File: config.mk
export PLATFORM = sky130hd
export DESIGN_NAME = multdiv_scheduler
export DESIGN_NICKNAME = d
export VERILOG_FILES = /design/src/rtl/multdiv_sched_pkg.sv /design/src/rtl/multdiv_scheduler_arb.sv /design/src/rtl/multdiv_scheduler.sv
export SDC_FILE = /design/constraint.sdc
export NUM_CORES = 1
export LEC_CHECK = 0
export ABC_AREA = 1
export BUFFER_PORTS_ARGS = -buffer_cell sky130_fd_sc_hd__buf_2
export CORE_MARGIN = 2
export CORE_UTILIZATION = 30
export DETAILED_ROUTE_END_ITERATION = 10
export SETUP_SLACK_MARGIN = 0.2
export SYNTH_ARGS = -nofsm -noshare
export SYNTH_HDL_FRONTEND = slang
export SYNTH_SLANG_ARGS = --single-unit
File: constraint.sdc
create_clock -name clk -period 4.8 [get_ports clk]
set_clock_uncertainty 0.1 [all_clocks]
set_input_delay 0.96 -clock clk [delete_from_list [all_inputs] [get_ports clk]]
set_output_delay 0.96 -clock clk [all_outputs]
set_load 0.03 [all_outputs]
File: src/rtl/multdiv_sched_pkg.sv
// ---------------------------------------------------------------------------
// multdiv_sched_pkg: shared encodings for the mul/div scheduler slice.
// Rev 1.0
// ---------------------------------------------------------------------------
`default_nettype none

package multdiv_sched_pkg;

  typedef enum logic [1:0] {
    ST_IDLE  = 2'd0,
    ST_START = 2'd1,
    ST_BUSY  = 2'd2,
    ST_RESP  = 2'd3
  } state_e;

  localparam logic OP_MULT = 1'b0;
  localparam logic OP_DIV  = 1'b1;

  localparam int WDOG_W = 8;

endpackage

`default_nettype wire

File: src/rtl/multdiv_scheduler_arb.sv
// ---------------------------------------------------------------------------
// rr_arbiter2: two-way round-robin grant with a last-grant flop.
// Rev 1.0
// ---------------------------------------------------------------------------
`default_nettype none

module rr_arbiter2
  import multdiv_sched_pkg::*;
(
  input  logic       clk,
  input  logic       reset,
  input  logic [1:0] req_i,
  input  logic       update_i,
  output logic [1:0] gnt_o
);

  logic last_q, last_d;

  // On a tie the requester not served last wins; last_q resets to 1 so port 0 wins first.
  always_comb begin
    gnt_o = req_i;
    if (req_i == 2'b11) begin
      gnt_o = last_q ? 2'b01 : 2'b10;
    end
  end

  always_comb begin
    last_d = last_q;
    if (update_i && (gnt_o != 2'b00)) begin
      last_d = gnt_o[1];
    end
  end

  always_ff @(posedge clk) begin
    if (reset) begin
      last_q <= 1'b1;
    end else begin
      last_q <= last_d;
    end
  end

endmodule

`default_nettype wire

File: src/rtl/multdiv_scheduler.sv
// ---------------------------------------------------------------------------
// multdiv_scheduler: two-port sequencer for the shared iterative mul/div unit.
// Optional watchdog abort enabled by MULTDIV_SCHED_TIMEOUT_EN.  Rev 1.0
// ---------------------------------------------------------------------------
`default_nettype none

module multdiv_scheduler
  import multdiv_sched_pkg::*;
#(
  parameter int TIMEOUT_CYCLES = 40
) (
  input  logic        clk,
  input  logic        reset,
  input  logic        req0_valid,
  input  logic        req0_op,
  input  logic [31:0] req0_a,
  input  logic [31:0] req0_b,
  output logic        req0_ready,
  input  logic        req1_valid,
  input  logic        req1_op,
  input  logic [31:0] req1_a,
  input  logic [31:0] req1_b,
  output logic        req1_ready,
  output logic        resp0_valid,
  output logic [31:0] resp0_result,
  output logic        resp0_exception,
  output logic        resp1_valid,
  output logic [31:0] resp1_result,
  output logic        resp1_exception,
  input  logic        flush0,
  output logic [31:0] md_operandA,
  output logic [31:0] md_operandB,
  output logic        md_ctrl_mult,
  output logic        md_ctrl_div,
  output logic        md_interrupt,
  input  logic [31:0] md_result,
  input  logic        md_exception,
  input  logic        md_ready
);

  state_e      state_q, state_d;
  logic        op_q, op_d;
  logic        owner_q, owner_d;
  logic [31:0] opa_q, opa_d;
  logic [31:0] opb_q, opb_d;
  logic [31:0] result_q, result_d;
  logic        exc_q, exc_d;

  logic [1:0]  w_req, w_gnt;
  logic        w_arb_upd, w_flush_hit, w_flush_abort, w_tmo_abort, w_start, w_resp;

  assign w_req       = {req1_valid, req0_valid & ~flush0};
  assign w_flush_hit = flush0 & ~owner_q;

  rr_arbiter2 u_arb (
    .clk      (clk),
    .reset    (reset),
    .req_i    (w_req),
    .update_i (w_arb_upd),
    .gnt_o    (w_gnt)
  );

`ifdef MULTDIV_SCHED_TIMEOUT_EN
  logic [WDOG_W-1:0] wdog_q, wdog_d;
  logic              w_wdog_exp;
  // BUSY cycle k after the start pulse sees wdog_q == k-1.
  assign w_wdog_exp = (wdog_q == WDOG_W'(TIMEOUT_CYCLES - 1));
`else
  logic w_unused_timeout;
  assign w_unused_timeout = ^TIMEOUT_CYCLES;
`endif

  always_comb begin
    state_d       = state_q;
    op_d          = op_q;
    owner_d       = owner_q;
    opa_d         = opa_q;
    opb_d         = opb_q;
    result_d      = result_q;
    exc_d         = exc_q;
    w_arb_upd     = 1'b0;
    w_flush_abort = 1'b0;
    w_tmo_abort   = 1'b0;
    w_start       = 1'b0;
    w_resp        = 1'b0;
`ifdef MULTDIV_SCHED_TIMEOUT_EN
    wdog_d        = wdog_q;
`endif
    case (state_q)
      ST_IDLE: begin
        if (w_gnt != 2'b00) begin
          w_arb_upd = 1'b1;
          owner_d   = w_gnt[1];
          op_d      = w_gnt[1] ? req1_op : req0_op;
          opa_d     = w_gnt[1] ? req1_a  : req0_a;
          opb_d     = w_gnt[1] ? req1_b  : req0_b;
          state_d   = ST_START;
        end
      end
      ST_START: begin
        if (w_flush_hit) begin
          w_flush_abort = 1'b1;
          state_d       = ST_IDLE;
        end else begin
          w_start = 1'b1;
`ifdef MULTDIV_SCHED_TIMEOUT_EN
          wdog_d  = '0;
`endif
          state_d = ST_BUSY;
        end
      end
      ST_BUSY: begin
        // Flush beats a coincident finish; finish beats a coincident timeout.
        if (w_flush_hit) begin
          w_flush_abort = 1'b1;
          state_d       = ST_IDLE;
        end else if (md_ready) begin
          result_d = md_result;
          exc_d    = md_exception;
          state_d  = ST_RESP;
        end
`ifdef MULTDIV_SCHED_TIMEOUT_EN
        else if (w_wdog_exp) begin
          w_tmo_abort = 1'b1;
          result_d    = '0;
          exc_d       = 1'b1;
          state_d     = ST_RESP;
        end else begin
          wdog_d = wdog_q + 1'b1;
        end
`endif
      end
      ST_RESP: begin
        w_resp  = 1'b1;
        state_d = ST_IDLE;
      end
      default: state_d = ST_IDLE;
    endcase
  end

  always_ff @(posedge clk) begin
    if (reset) begin
      state_q  <= ST_IDLE;
      op_q     <= OP_MULT;
      owner_q  <= 1'b0;
      opa_q    <= '0;
      opb_q    <= '0;
      result_q <= '0;
      exc_q    <= 1'b0;
`ifdef MULTDIV_SCHED_TIMEOUT_EN
      wdog_q   <= '0;
`endif
    end else begin
      state_q  <= state_d;
      op_q     <= op_d;
      owner_q  <= owner_d;
      opa_q    <= opa_d;
      opb_q    <= opb_d;
      result_q <= result_d;
      exc_q    <= exc_d;
`ifdef MULTDIV_SCHED_TIMEOUT_EN
      wdog_q   <= wdog_d;
`endif
    end
  end

  assign req0_ready      = ~reset & w_arb_upd & w_gnt[0];
  assign req1_ready      = ~reset & w_arb_upd & w_gnt[1];
  assign md_ctrl_mult    = ~reset & w_start & (op_q == OP_MULT);
  assign md_ctrl_div     = ~reset & w_start & (op_q == OP_DIV);
  assign md_interrupt    = reset | w_flush_abort | w_tmo_abort;
  assign md_operandA     = opa_q;
  assign md_operandB     = opb_q;

  assign resp0_valid     = ~reset & w_resp & ~owner_q;
  assign resp1_valid     = ~reset & w_resp & owner_q;
  assign resp0_result    = resp0_valid ? result_q : '0;
  assign resp1_result    = resp1_valid ? result_q : '0;
  assign resp0_exception = resp0_valid & exc_q;
  assign resp1_exception = resp1_valid & exc_q;

endmodule

`default_nettype wire

# After elaboration in Yosys (flattened, before gate mapping)
# Index checks and enable logic that the tools add are counted.
# word_totals
in_bits	169
mem_bits_ro	0
register_bits	102
latch_bits	0
n_memories	0
ram_bits	0
output_inout_bits	137
# classes
muxes	19
bitwise_logic	19
add_sub_neg	0
n_shift	0
n_mul	0
magnitude_cmp	0
eq_ne	6
n_reduce_logical	7
n_div	0
# ops
operator	n
two-way mux 32 bit	4
bitwise AND 1 bit	13
two-way mux 2 bit	6
two-way mux 1 bit	8
case mux 2 bit (4 select lines)	1
equality test 2 bit, second input constant	3
NOT 1 bit	5
AND reduction 2 bit	2
inequality test 3 bit, second input constant	1
AND reduction 3 bit	1
equality test 2 x 1 -> 1 bit, second input constant	1
zero test 2 bit	1
inequality test 2 bit, second input constant	1
nonzero test 2 bit	1
OR reduction 2 bit	1
logical AND 1 bit	1
bitwise OR 1 bit	1

# Logic depth before layout (Yosys ltp)
# logic_depth
depth_word	9
ltp_mapped	9
mapped_depth_nobuf	7

# By module
# A second synthesis with hierarchy kept.
# unflattened
hier_cells	763
hier_area_um2	4840.9
# by_module_without_submodules
module	cells_each	seq_area_each_um2	area_per_inst_um2	n_inst
multdiv_scheduler	753	2021.9	4772.1	1
rr_arbiter2	10	20.0	68.8	1

# Least setup slack after synthesis
# No wires, ideal clock.
# synth_path
path_kind	input to output
from	input reset
to	output resp1_result[10]
required_time_ps	3740
setup_slack_ps	1349
path_stages	5
arrival_time_ps	2391
n_path_buf	2
cell_sequence	buf_2 -> nor3_2 -> inv_2 -> clkbuf_1 -> nor2_1
# synth_via
elab_chain_len	4
# synth_lines
item	line_no	rtl
from (decl)	multdiv_scheduler.sv:13	input logic reset,
NOT 1 bit	multdiv_scheduler.sv:176	assign resp1_valid = ~reset & w_resp & owner_q;
bitwise AND 1 bit (2 in a row)	multdiv_scheduler.sv:176	
via resp1_valid	multdiv_scheduler.sv:27	output logic resp1_valid,
two-way mux 32 bit	multdiv_scheduler.sv:178	assign resp1_result = resp1_valid ? result_q : '0;
to (decl)	multdiv_scheduler.sv:28	output logic [31:0] resp1_result,
# The timed path passes the listed nets, and every way through them passes these cells.

# Worst setup path in the final report
# layout_path
from	input reset
to	output md_ctrl_div
# layout_via
elab_chain_len	3
# layout_lines
item	line_no	rtl
NOT 1 bit	multdiv_scheduler.sv:170	assign md_ctrl_div = ~reset & w_start & (op_q == OP_DIV);
bitwise AND 1 bit (2 in a row)	multdiv_scheduler.sv:170	
to (decl)	multdiv_scheduler.sv:34	output logic md_ctrl_div,
# No other way between the ends.

==> results.yml <==
sta:
  fmax_mhz: 307
  tns_ns: 0
  hold_viol: 0
  finalCritPeriodShare_pct: 67.8
  final.min_clock_period_ns: 3.25
  slew_violations: 0
  rsz0062_at_grt: "false"
  fin_ws_ns: 1.55
  maxSlewHeadroom_pct: 18.6
  finalSetupViolCount: 0
  worstMarginPinSlew_ns: 1.22
clock_tree:
  clock-sinks: 102
  cts_hold_buf: 0
  cts_made_buffers: 9
  cts_htree_levels: 3
  postCtsSetupRepairBufs: 0
  cts-resized-gates: 0
  clk_pin_slew_ns: 0.07
  clockBufferDepth: 2
  root_buffer: "clkbuf_16"
  clk_latency_ns: 0.35
  cts_tree: "built"
place:
  routabilityCongestion: 0.795
  placed_area_sq_mm: 0.00703
  pre_cts_ws_ns: 1.36
  port_buffers: 305
  dp_cells: 1382
  dp_hpwl_um: 12500
routing:
  drc: 0
  ant_nets: 0
  wl_met3_um: 1310
  vias: 6001
  drt-met1-wl_um: 7540
  routedWlPerCell_um: 12.1
  via_per_inst: 4.29
  met2_length_um: 7800
  top_layer_used: "met4"
  drt_wl_total_um: 17000
  dr.pass1.iters: 5
  drt_iter0_markers: 243
critical_path:
  cpMaxStageDelayCell: "inv_2"
  path_max_fanout: 20
  crit_type: "in -> out"
  reg2reg_slack_ns: 2.34
  critical_path.max_stage_delay_ns: 0.33
  crit_top_cell: "buf_2"
  crit_chain: "buf_2 -> inv_2 -> nand3_1 -> nor2_1 -> buf_2"
  cp.arrival_ns: 2.19
  cp.required_ns: 3.74
  cp-end-kind: "primary output"
  cp-start-kind: "primary input"
synth:
  syn_area_per_cell_sq_um: 6.04
  synthesis.nets: 1075
  synth_seq_cells: 102
  synth_area_sq_mm: 0.00544
  yosysSeqAreaShare_pct: 37.5
  synth_cell_types: 18
  netlist_instances: 901
  yosysWarnings: 0
finish:
  nNetsFinal: 1338
  final_common_cell: "buf_2"
  final_area_sq_mm: 0.00734
  drive_above_1_share_pct: 29.1
  final_util_pct: 41.0
  synthToLayoutAreaGrowth_pct: 35.0
  final_cell_mix: "buf_2, nand2_1, inv_1, nor2_1, nand3_1"
  layout.cells.non_filler: 1398
  num_antenna_cells: 0
floorplanning:
  start_util_pct: 30.4
  fp-row-count: 49
  die_w_um: 139
  core_area_sq_mm: 0.0179
  fp.dieH_um: 139
  io_pins: 306
  design.die.area_sq_mm: 0.0192
global_route:
  grt_first_pass_wirelength_um: 26600
  grt_pass1_vias: 5252
  grt_max_degree: 66
  grt-ovfl-total: 0
  grtUsageTotal_pct: 16.9
  antenna_found_initial: 1
pwr:
  p_per_area_mw_per_mm2: 360
  p_leak_uw: 0.00437
  peakVddDrop_mv: 0.168
flow_run:
  drv_cap: 0
outcome:
  status: "complete, no violations"
worst_hold_path:
  holdCritPathClass: "reg -> reg"
[critical path: cells and delay by family]
kind	cells	cell delay, ns
buffers and inverters	3	0.80
and+or+nand+nor	2	0.42
[cell families (layout without fill, tap and decap cells)]
kind of cell             after synthesis  in the layout  share of synthesized area, %
buffers and inverters                234            502                          17.5
AO/OA/AOI/OAI                         70             70                          6.44
adder cells (fa/ha/maj)                5              5                          1.15
flip-flops                           102            102                          37.5
AND/OR/NAND/NOR                      490            490                          37.4
[path summary, 6_finish.rpt]
check | end | from | depth (start not counted)
worst max-delay path | md_ctrl_div | reset | 5
worst min-delay path | u_arb.last_q | u_arb.last_q | 2
worst max register to register | md_operandB[11] | state_q[0] | 8
worst min register to register | u_arb.last_q | u_arb.last_q | 2
[report_power, final]
part           leakage (uW)  internal (uW)  switching (uW)  total (uW)
registers          0.000839            962            52.4        1010
clock network      0.000154            460             330         790
logic               0.00337            263             579         842
[synth_stat cells, drive strengths merged]
library cell | instances | area share [%]
ha | 5 | 1.2
o21ai | 1 | 0.092
inv | 174 | 12
buf | 38 | 3.9
dfxtp | 102 | 38
nor2 | 140 | 9.7
nor4 | 1 | 0.12
clkbuf | 22 | 1.5
nand2 | 209 | 14
nand3 | 138 | 13
a21oi | 69 | 6.3
nor3 | 2 | 0.37
[final cells by class]
cell class	count	area, sq um
clock buffer	11	233
multi-input combinational	565	2470
sequential	102	2040
fill	1975	10600
tap	229	287
inverter	174	653
clock inverter	5	82.6
timing repair buffer	312	1580
[stage by stage]
stage	hold slack, ns	power (uW)
6_report	0.400	2650
3_5_place_dp	0.391	1890
5_1_grt	0.428	2820
4_1_cts	0.401	2700
2_1_floorplan	0.371	1620
3_3_place_gp	0.391	1880
[flip-flops by register name, indices dropped and copies added (netlist names)]
| name | cells |
|---|---|
| exc_q | 1 |
| md_operandA | 32 |
| md_operandB | 32 |
| op_q | 1 |
| owner_q | 1 |
| result_q | 32 |
| state_q | 2 |
| u_arb.last_q | 1 |
[per-layer routing]
layer,global-route usage (%),vias to the layer above
met5,0,-
met4,5.90,0
met3,4.45,19
met2,28.2,234
met1,21.3,2527
li1,-,3221
Note: power is estimated with default switching activity, not from simulation.
